$ cat config.mk
export PLATFORM = sky130hd
export DESIGN_NAME = bist_sequencer_3x6
export DESIGN_NICKNAME = d
export VERILOG_FILES = /design/src/rtl/bist_sequencer_3x6.sv
export SDC_FILE = /design/constraint.sdc
export NUM_CORES = 1
export LEC_CHECK = 0
export CAP_MARGIN = 20
export CELL_PAD_IN_SITES_DETAIL_PLACEMENT = 1
export CELL_PAD_IN_SITES_GLOBAL_PLACEMENT = 2
export CORE_MARGIN = 8
export CORE_UTILIZATION = 32
export DETAILED_ROUTE_END_ITERATION = 8
export PLACE_DENSITY = 0.86
export SLEW_MARGIN = 25
export SYNTH_ARGS = -nofsm -noshare
export SYNTH_HDL_FRONTEND = slang
export SYNTH_SLANG_ARGS = --single-unit
$ cat constraint.sdc
create_clock -name CK -period 2.2 [get_ports CK]
set_input_delay 0.33 -clock CK [delete_from_list [all_inputs] [get_ports CK]]
set_output_delay 0.33 -clock CK [all_outputs]
set_load 0.01 [all_outputs]
$ cat src/rtl/bist_sequencer_3x6.sv
// Self-test sequencer: flushes the core, applies LFSR patterns, compacts core
// outputs into a 16-bit MISR and compares the result with a golden signature.
module bist_sequencer_3x6 #(
  parameter int          FLUSH_CYCLES = 32,
  parameter int          NUM_PATTERNS = 256,
  parameter int          CAPTURE_LAT  = 1,
  parameter logic [7:0]  LFSR_SEED    = 8'h01,
  parameter logic [2:0]  FLUSH_VEC    = 3'b000,
  parameter logic [15:0] GOLDEN       = 16'h0000
) (
  input  logic        CK,
  input  logic        RST,
  input  logic        start,
  input  logic        abort,
  output logic [2:0]  dut_in,
  input  logic [5:0]  dut_out,
  output logic        busy,
  output logic        done,
  output logic        pass,
  output logic [15:0] signature
);

  localparam int MAX_FN  = (FLUSH_CYCLES > NUM_PATTERNS) ? FLUSH_CYCLES : NUM_PATTERNS;
  localparam int MAX_CNT = (MAX_FN > CAPTURE_LAT) ? MAX_FN : CAPTURE_LAT;
  localparam int CNT_W   = (MAX_CNT > 1) ? $clog2(MAX_CNT) : 1;

  localparam logic [CNT_W-1:0] FLUSH_LAST = CNT_W'(FLUSH_CYCLES - 1);
  localparam logic [CNT_W-1:0] RUN_LAST   = CNT_W'(NUM_PATTERNS - 1);
  localparam logic [CNT_W-1:0] DRAIN_LAST = CNT_W'((CAPTURE_LAT > 0) ? CAPTURE_LAT - 1 : 0);

  typedef enum logic [2:0] {IDLE, FLUSH, RUN, DRAIN, DONE} state_t;

  state_t           state;
  logic [7:0]       lfsr;
  logic [7:0]       lfsr_nxt;
  logic [CNT_W-1:0] cnt;
  logic             cap_en;
  logic [15:0]      misr_next;

  function automatic logic [7:0] lfsr_step(input logic [7:0] l);
    return {l[6:0], l[7] ^ l[5] ^ l[4] ^ l[3]};
  endfunction

  function automatic logic [15:0] misr_step(input logic [15:0] m, input logic [5:0] d);
    return {m[14:0], 1'b0} ^ (m[15] ? 16'h1021 : 16'h0000) ^ {10'b0, d};
  endfunction

  assign lfsr_nxt  = lfsr_step(lfsr);
  assign misr_next = cap_en ? misr_step(signature, dut_out) : signature;

  // Capture enable: RUN flag delayed by the core latency so the sample that
  // matches each applied pattern is the one compacted.
  generate
    if (CAPTURE_LAT == 0) begin : g_cap_comb
      assign cap_en = (state == RUN);
    end else begin : g_cap_pipe
      logic [CAPTURE_LAT-1:0] run_vld_p;
      always_ff @(posedge CK) begin
        if (RST || abort)
          run_vld_p <= '0;
        else
          run_vld_p <= (run_vld_p << 1) | CAPTURE_LAT'(state == RUN);
      end
      assign cap_en = run_vld_p[CAPTURE_LAT-1];
    end
  endgenerate

  always_ff @(posedge CK) begin
    if (RST) begin
      state     <= IDLE;
      dut_in    <= FLUSH_VEC;
      busy      <= 1'b0;
      done      <= 1'b0;
      pass      <= 1'b0;
      signature <= '0;
      lfsr      <= LFSR_SEED;
      cnt       <= '0;
    end else if (abort) begin
      // Signature is intentionally left untouched for post-mortem inspection.
      state  <= IDLE;
      dut_in <= FLUSH_VEC;
      busy   <= 1'b0;
      done   <= 1'b0;
      pass   <= 1'b0;
      cnt    <= '0;
    end else begin
      signature <= misr_next;
      case (state)
        IDLE, DONE: begin
          if (start) begin
            state     <= FLUSH;
            busy      <= 1'b1;
            done      <= 1'b0;
            pass      <= 1'b0;
            signature <= '0;
            lfsr      <= LFSR_SEED;
            cnt       <= '0;
            dut_in    <= FLUSH_VEC;
          end
        end
        FLUSH: begin
          if (cnt == FLUSH_LAST) begin
            state  <= RUN;
            cnt    <= '0;
            dut_in <= lfsr[2:0];
          end else begin
            cnt <= cnt + CNT_W'(1);
          end
        end
        RUN: begin
          lfsr <= lfsr_nxt;
          if (cnt == RUN_LAST) begin
            cnt    <= '0;
            dut_in <= FLUSH_VEC;
            if (CAPTURE_LAT > 0) begin
              state <= DRAIN;
            end else begin
              state <= DONE;
              busy  <= 1'b0;
              done  <= 1'b1;
              pass  <= (misr_next == GOLDEN);
            end
          end else begin
            cnt    <= cnt + CNT_W'(1);
            dut_in <= lfsr_nxt[2:0];
          end
        end
        DRAIN: begin
          if (cnt == DRAIN_LAST) begin
            state <= DONE;
            cnt   <= '0;
            busy  <= 1'b0;
            done  <= 1'b1;
            pass  <= (misr_next == GOLDEN);
          end else begin
            cnt <= cnt + CNT_W'(1);
          end
        end
        default: state <= IDLE;
      endcase
    end
  end

endmodule

==> metrics.csv, run 1 <==
metric,value,unit
starting density of the core,32.6,%
post-synthesis to final-layout area growth,27.9,%
total via count after detailed routing,1971,
largest net degree at the start of global routing,25,
Die H,96.0,um
number of warning messages in the yosys log,0,
Max transition margin,40.2,%
via count of the first global-routing pass,1917,
Final Skew,0.0101,ns
placement row count,29,
maximum level of the CTS H-tree,2,
grt ovf,0,
largest buffer count on any clock path,2,
worst hold path type,register to register,
DRC violations left,0,
vias per cell,5.54,
reported leakage power,0.891,nW
final count of hold timing violations,0,
Worst Tran Pin Value,0.890,ns
endpoint required time on the critical path,2.40,ns
flip-flop cell with the highest count after synthesis,sky130_fd_sc_hd__dfxtp_1,
library cell occupying the most area in the post-synthesis netlist,sky130_fd_sc_hd__dfxtp_1,
number of antenna violations at the first check in global routing,0,
mux share of post-synthesis cell area,0.977,%
post-synth design cell area,0.00205,sq mm
area of the die,0.00922,sq mm
Max rail drop VDD,0.283,mV
cell family with the largest share of critical-path delay,compound AO/OA/AOI/OAI gates,
xor-xnor portion of the synthesized cell area,4.70,%
period utilization,91.3,%
Detailed Route Iter0 Violations,84,
final count of negative-setup-slack endpoints,0,
total power divided by cell area,575,mW/mm^2
element type at the critical path end,register,
worst setup path start,cnt[0],
crit-path max cell delay,0.43,ns
time the final worst path needs with I/O delays and setup,2.01,ns
clock tree from TritonCTS,built,
data arrival time of the worst path,2.21,ns
total power consumption of the routed design,1.51,mW
CTS Root Buffer Type,sky130_fd_sc_hd__clkbuf_8,
wire length of the first global-routing pass,9.87,mm
number of distinct library cell variants in the gate-level netlist after synthesis,50,
Clock Latency Late Sink,0.30,ns
number of max-cap violations,0,
cells along the critical path,inv_1 -> ha_1 -> nor4b_2 -> mux2i_1 -> a211oi_2 -> a21oi_1 -> a31o_2,
main combinational cell family by area after synthesis,simple AND/OR/NAND/NOR gates,
hpwl dp,4.52,mm
cell depth of the worst setup path,7,
DIE WIDTH,96.0,um
number of synthesized flops with an enable pin,0,
Critical Path End,cnt[5],
number of sinks handled by clock tree synthesis,42,
number of cells on the worst reg-to-reg path,7,
number of synthesized register bits,42,
gp weighted congestion,0.747,
mean instance size in the synthesized netlist,8.53,sq um
library cell contributing the largest single delay on the critical path,sky130_fd_sc_hd__a211oi_2,
number of antenna cells inserted,0,
CTS buffer count,5,
Worst R2R Setup Slack,0.19,ns
adder and majority gate portion of the synthesized area,1.22,%
fraction of layout cells with a size suffix above 1,11.5,%
clock slew seen by the registers of the worst setup and hold paths,0.09,ns
Routed WL per cell,16.7,um
largest fanout of any net on the critical path,5,
routed wire length,5.93,mm
flip-flop and latch area,841,sq um
run status,finished clean,
type of origin of the critical path,register,
top cells by area in the synthesized netlist,"sky130_fd_sc_hd__dfxtp_1 (41%), sky130_fd_sc_hd__a22oi_1 (6.6%), sky130_fd_sc_hd__a21oi_1 (4.6%)",
achievable clock frequency,498,MHz
simple-gate portion of the synthesized area,26.6,%
"synthesized-area fraction occupied by ao, oa, aoi and oai cells",21.5,%
area share of the largest cell type after synthesis,41.1,%
sequential fraction of the synthesis area,41.1,%
Final Max Slew Viols,0,
number of instances resized during post-cts repair,0,
critical path class,register to register,
net count after synthesis,252,
hold-fix buffers at CTS,0,
CORE AREA,0.00628,sq mm
number of iterations in the first detailed-routing pass,4,
boundary pin count,32,
reg2reg end,cnt[5],
Reg2Reg Launch Point,cnt[0],
net total in the final layout,291,
total area of multi-input combinational cells,0.00113,sq mm
count of buffers from port buffering,31,
accumulated negative setup slack,0,ns
Worst Path Buf+Inv,1,
post-CTS setup buffer count,0,
fill count,741,
ys async rst share,0,%
Total Routing Usage GR,13.7,%
gate count after technology mapping,240,
RSZ-0062 raised after global routing,false,
number of nets with antenna violations after detailed routing,0,
==> cell families after synthesis <==
group,Yosys count
multiplexers,2
AND/OR/NAND/NOR,102
AO/OA/AOI/OAI,63
adder cells (fa/ha/maj),2
buffers and inverters,18
flip-flops,42
XOR/XNOR,11
==> worst min-delay path: stages, from the launching register on <==
cell	delay [ns]
sky130_fd_sc_hd__dfxtp_1	0.31
sky130_fd_sc_hd__nand2_1	0.05
sky130_fd_sc_hd__a21oi_1	0.05
==> where the power goes <==
part	total [mW]	switching, mW	internal [mW]
registers	0.763	0.00151	0.762
clock network	0.631	0.267	0.363
logic	0.113	0.0638	0.0489
==> placed cells by master (no fill, tap or decap), types with 2 or more instances in the layout <==
cell type	n
sky130_fd_sc_hd__a211o_1	2
sky130_fd_sc_hd__a211oi_1	4
sky130_fd_sc_hd__a211oi_2	2
sky130_fd_sc_hd__a21oi_1	19
sky130_fd_sc_hd__a22oi_1	18
sky130_fd_sc_hd__a31oi_1	3
sky130_fd_sc_hd__buf_4	16
sky130_fd_sc_hd__clkbuf_8	6
sky130_fd_sc_hd__clkdlybuf4s50_1	31
sky130_fd_sc_hd__dfxtp_1	42
sky130_fd_sc_hd__ha_1	2
sky130_fd_sc_hd__inv_1	3
sky130_fd_sc_hd__mux2i_1	2
sky130_fd_sc_hd__nand2_1	14
sky130_fd_sc_hd__nand2b_1	6
sky130_fd_sc_hd__nand3_1	18
sky130_fd_sc_hd__nand3b_1	2
sky130_fd_sc_hd__nand4_1	4
sky130_fd_sc_hd__nor2_1	24
sky130_fd_sc_hd__nor2b_1	3
sky130_fd_sc_hd__nor3_1	10
sky130_fd_sc_hd__nor3b_1	2
sky130_fd_sc_hd__o21ai_0	3
sky130_fd_sc_hd__or2_2	2
sky130_fd_sc_hd__or3_1	5
sky130_fd_sc_hd__or4_1	2
sky130_fd_sc_hd__xnor2_1	5
sky130_fd_sc_hd__xor2_1	6
==> metrics by stage <==
stage | utilization (%) | cells | worst slack (ns) | instance area, sq um | hold slack, ns
final | 41.7 | 356 | 0.191 | 2620 | 0.458
after global routing | 41.7 | 356 | 0.0138 | 2620 | 0.494
after CTS | 41.7 | 356 | 0.189 | 2620 | 0.458
after detailed placement | 39.9 | 349 | 0.0207 | 2510 | 0.448
after global placement | 39.9 | 349 | 0.0751 | 2510 | 0.442
after floorplan | - | 240 | 0.463 | 2050 | 0.432
==> worst min path at each step <==
stage	slack (ns)	to	depth (start not counted)	startpoint
finish	0.46	lfsr[6]	2	lfsr[6]
global route	0.49	lfsr[6]	2	lfsr[6]
CTS	0.46	lfsr[6]	2	lfsr[6]
detailed placement	0.45	lfsr[6]	2	lfsr[6]
global placement	0.44	lfsr[6]	2	lfsr[6]
floorplan	0.43	lfsr[6]	2	lfsr[6]
==> Yosys cell counts (all sizes together), types with 2 or more instances <==
library cell,instances
dfxtp,42
nor2,24
a21oi,20
a22oi,18
nand3,18
nand2,14
clkbuf,10
nor3,10
a211oi,6
nand2b,6
xor2,6
buf,5
or3,5
xnor2,5
nand4,4
o21ai,4
a31oi,3
inv,3
nor2b,3
nor3b,3
or2,3
a211o,2
ha,2
mux2i,2
nand3b,2
nor4b,2
or4,2
==> final cells by class <==
type	count	area share, %
Multi-Input combinational cell	180	43.0
Sequential cell	42	32.1
Timing Repair Buffer	47	16.4
Tap cell	77	3.68
Clock buffer	6	3.15
Clock inverter	1	1.15
Inverter	3	0.430
==> metal layers <==
| metal | GRT usage, % | wire [um] | vias to the layer above |
|---|---|---|---|
| met2 | 21.9 | 2870 | 26 |
| met1 | 17.6 | 2790 | 978 |
| li1 | - | - | 958 |
| met5 | 0 | 0 | - |
| met4 | 5.38 | 93 | 0 |
| met3 | 2.73 | 172 | 9 |
==> flip-flops by register name, summed over array words and instances, names as in the netlist <==
register   cells
state          3
busy           1
dut_in         3
cnt            8
lfsr           8
done           1
pass           1
signature     16
cap_en         1
Note: power is estimated with default switching activity, not from simulation.
==> inputs of run 2 (changes only) <==
--- a/config.mk
+++ b/config.mk
@@ -5,7 +5,6 @@
 export SDC_FILE = /design/constraint.sdc
 export NUM_CORES = 1
 export LEC_CHECK = 0
-export CAP_MARGIN = 20
 export CELL_PAD_IN_SITES_DETAIL_PLACEMENT = 1
 export CELL_PAD_IN_SITES_GLOBAL_PLACEMENT = 2
 export CORE_MARGIN = 8
==> results of run 2 <==
Same layout as run 1: the final DEF is identical, and so are final timing and power.
==> inputs of run 3 (changes only) <==
--- a/config.mk
+++ b/config.mk
@@ -8,9 +8,10 @@
 export CELL_PAD_IN_SITES_DETAIL_PLACEMENT = 1
 export CELL_PAD_IN_SITES_GLOBAL_PLACEMENT = 2
 export CORE_MARGIN = 8
-export CORE_UTILIZATION = 32
+export CORE_UTILIZATION = 29
+export CTS_CLUSTER_DIAMETER = 60
 export DETAILED_ROUTE_END_ITERATION = 8
-export PLACE_DENSITY = 0.86
+export PLACE_DENSITY = 0.83
 export SLEW_MARGIN = 25
 export SYNTH_ARGS = -nofsm -noshare
 export SYNTH_HDL_FRONTEND = slang
==> constraint.sdc (replaced) <==
create_clock -name CK -period 1.8 [get_ports CK]
set_input_delay 0.27 -clock CK [delete_from_list [all_inputs] [get_ports CK]]
set_output_delay 0.27 -clock CK [all_outputs]
set_load 0.01 [all_outputs]
==> metrics.csv, run 3 (synthesis results as in run 1) <==
metric,value,unit,change
largest net degree at the start of global routing,26,,was 25
wire length of the first global-routing pass,10.3,mm,was 9.87 mm
period utilization,94.6,%,was 91.3%
maximum level of the CTS H-tree,2,,unchanged
time the final worst path needs with I/O delays and setup,1.70,ns,was 2.01 ns
total via count after detailed routing,1996,,was 1971
count of buffers from port buffering,31,,unchanged
Routed WL per cell,16.2,um,was 16.7 um
cell area after layout,0.00279,sq mm,was 0.00262 sq mm
Clock Latency Late Sink,0.30,ns,about the same
area of the die,0.0100,sq mm,was 0.00922 sq mm
fraction of layout cells with a size suffix above 1,19.0,%,was 11.5%
number of iterations in the first detailed-routing pass,4,,unchanged
crit-path max cell delay,0.38,ns,was 0.43 ns
via count of the first global-routing pass,1996,,was 1917
Net Sw Frac,25.6,%,was 22.1%
CTS Root Buffer Type,sky130_fd_sc_hd__clkbuf_8,,unchanged
data arrival time of the worst path,1.90,ns,was 2.21 ns
most frequent cells in the layout,"sky130_fd_sc_hd__dfxtp_1 (37), sky130_fd_sc_hd__clkdlybuf4s50_1 (31), sky130_fd_sc_hd__buf_4 (25)",,"was sky130_fd_sc_hd__dfxtp_1 (42), sky130_fd_sc_hd__clkdlybuf4s50_1 (31), sky130_fd_sc_hd__nor2_1 (24)"
register with the highest flop count,signature,,unchanged
fill count,825,,was 741
gp weighted congestion,0.761,,was 0.747
number of antenna violations at the first check in global routing,0,,unchanged
element type at the critical path end,register,,unchanged
combinational share of power,8.4,%,was 7.5%
Final Max Slew Viols,0,,unchanged
largest buffer count on any clock path,2,,unchanged
Worst Tran Pin Value,0.365,ns,was 0.890 ns
Pint,1.27,mW,was 1.17 mW
grt ovf,0,,unchanged
flip-flop and latch area,852,sq um,was 841 sq um
placement row count,30,,was 29
clock network fraction of design power,36.9,%,was 41.9%
Sequential Power Share,54.7,%,was 50.7%
routed wire length,6.25,mm,was 5.93 mm
DIE WIDTH,100,um,was 96.0 um
Die H,100,um,was 96.0 um
achievable clock frequency,587,MHz,was 498 MHz
total area of multi-input combinational cells,0.00120,sq mm,was 0.00113 sq mm
hpwl dp,4.51,mm,was 4.52 mm
total power consumption of the routed design,1.70,mW,was 1.51 mW
run status,finished clean,,unchanged
number of sinks handled by clock tree synthesis,42,,unchanged
number of antenna cells inserted,0,,unchanged
vias per cell,5.17,,was 5.54
CORE AREA,0.00683,sq mm,was 0.00628 sq mm
cells along the critical path,inv_4 -> ha_4 -> nor4b_4 -> mux2i_4 -> a211oi_4 -> a21oi_1 -> a31o_2,,was inv_1 -> ha_1 -> nor4b_2 -> mux2i_1 -> a211oi_2 -> a21oi_1 -> a31o_2
total power divided by cell area,610,mW/mm^2,was 575 mW/mm^2
final count of hold timing violations,0,,unchanged
DRC violations left,0,,unchanged
Max transition margin,75.6,%,was 40.2%
CTS buffer count,5,,unchanged
hold-fix buffers at CTS,0,,unchanged
library cell contributing the largest single delay on the critical path,sky130_fd_sc_hd__dfxtp_4,,was sky130_fd_sc_hd__a211oi_2
Switch Pwr,0.437,mW,was 0.333 mW
clock slew seen by the registers of the worst setup and hold paths,0.09,ns,about the same
clock tree from TritonCTS,built,,unchanged
worst hold path type,register to register,,unchanged
type of origin of the critical path,register,,unchanged
largest fanout of any net on the critical path,4,,was 5
critical path class,register to register,,unchanged
boundary pin count,32,,unchanged
Total Routing Usage GR,12.7,%,was 13.7%
Final Skew,0.00677,ns,was 0.0101 ns
Max rail drop VDD,0.269,mV,was 0.283 mV
"flip-flop count of the largest register, all copies and words added",16,,unchanged
reported leakage power,0.954,nW,was 0.891 nW
"leading cell type in the layout, fill and taps excluded",sky130_fd_sc_hd__dfxtp_1,,unchanged
starting density of the core,30.0,%,was 32.6%
endpoint required time on the critical path,2.00,ns,was 2.40 ns
post-synthesis to final-layout area growth,36.3,%,was 27.9%
number of nets with antenna violations after detailed routing,0,,unchanged
Detailed Route Iter0 Violations,55,,was 84
net total in the final layout,301,,was 291
Post-DP Area,0.00259,sq mm,was 0.00251 sq mm
number of max-cap violations,0,,unchanged
final count of negative-setup-slack endpoints,0,,unchanged
registers with the most flip-flops,"signature (16), cnt (8), lfsr (8)",,unchanged
-- run 3: per-stage QoR --
stage,hold WS (ns),cells,setup WS [ns],utilization (%),TNS [ns]
after floorplan,0.432,240,0.0634,-,0
after global placement,0.444,375,-0.0332,38.0,-0.0333
after detailed placement,0.447,375,-0.0672,38.0,-0.318
after CTS,0.460,383,0.0113,39.7,0
after global routing,0.486,386,-0.0105,40.9,-0.0105
final,0.459,386,0.0978,40.9,0
-- run 3: per-layer routing --
metal / routed length, um / GRT usage, % / up-vias
li1: - / - / 976
met1: 2990 / 16.4 / 989
met2: 2940 / 19.8 / 26
met3: 246 / 3.67 / 5
met4: 78 / 4.30 / 0
met5: 0 / 0 / -
-- run 3: worst paths after layout --
| path | startpoint | end | slack, ns | depth (start not counted) |
|---|---|---|---|---|
| min | lfsr[6] | lfsr[6] | 0.46 | 2 |
| min reg2reg | lfsr[6] | lfsr[6] | 0.46 | 2 |
| max reg2reg | cnt[0] | cnt[5] | 0.1 | 7 |
| max | cnt[0] | cnt[5] | 0.1 | 7 |
-- run 3: worst max-delay path, delay by kind of cell, from the launching register on --
family	cells	cell delay, ns
AO/OA/AOI/OAI	3	0.64
flip-flops	1	0.38
AND/OR/NAND/NOR	1	0.25
multiplexers	1	0.15
adder cells (fa/ha/maj)	1	0.12
buffers and inverters	1	0.06
-- run 3: layout make-up --
| type | instances | area share, % |
|---|---|---|
| Clock inverter | 2 | 0.493 |
| Inverter | 3 | 0.493 |
| Clock buffer | 6 | 2.60 |
| Sequential cell | 42 | 30.5 |
| Tap cell | 96 | 4.30 |
| Multi-Input combinational cell | 180 | 43.1 |
| Timing Repair Buffer | 57 | 18.5 |
-- run 3: power groups by stage --
stage          combinational [mW]  clock (mW)  sequential (mW)
4_1_cts                     0.140       0.646            0.934
2_1_floorplan              0.0698           0            0.955
6_report                    0.143       0.628            0.932
5_1_grt                     0.156       0.678            0.933
3_3_place_gp                0.136           0            0.956
3_5_place_dp                0.138           0            0.956
-- run 3: timing repair --
action / in CTS / in global routing
buffers inserted: 0 / 3
resized for setup: 5 / 18
pin swaps: 0 / 4
setup endpoints to repair: 5 / 15
gates cloned: 0 / 0
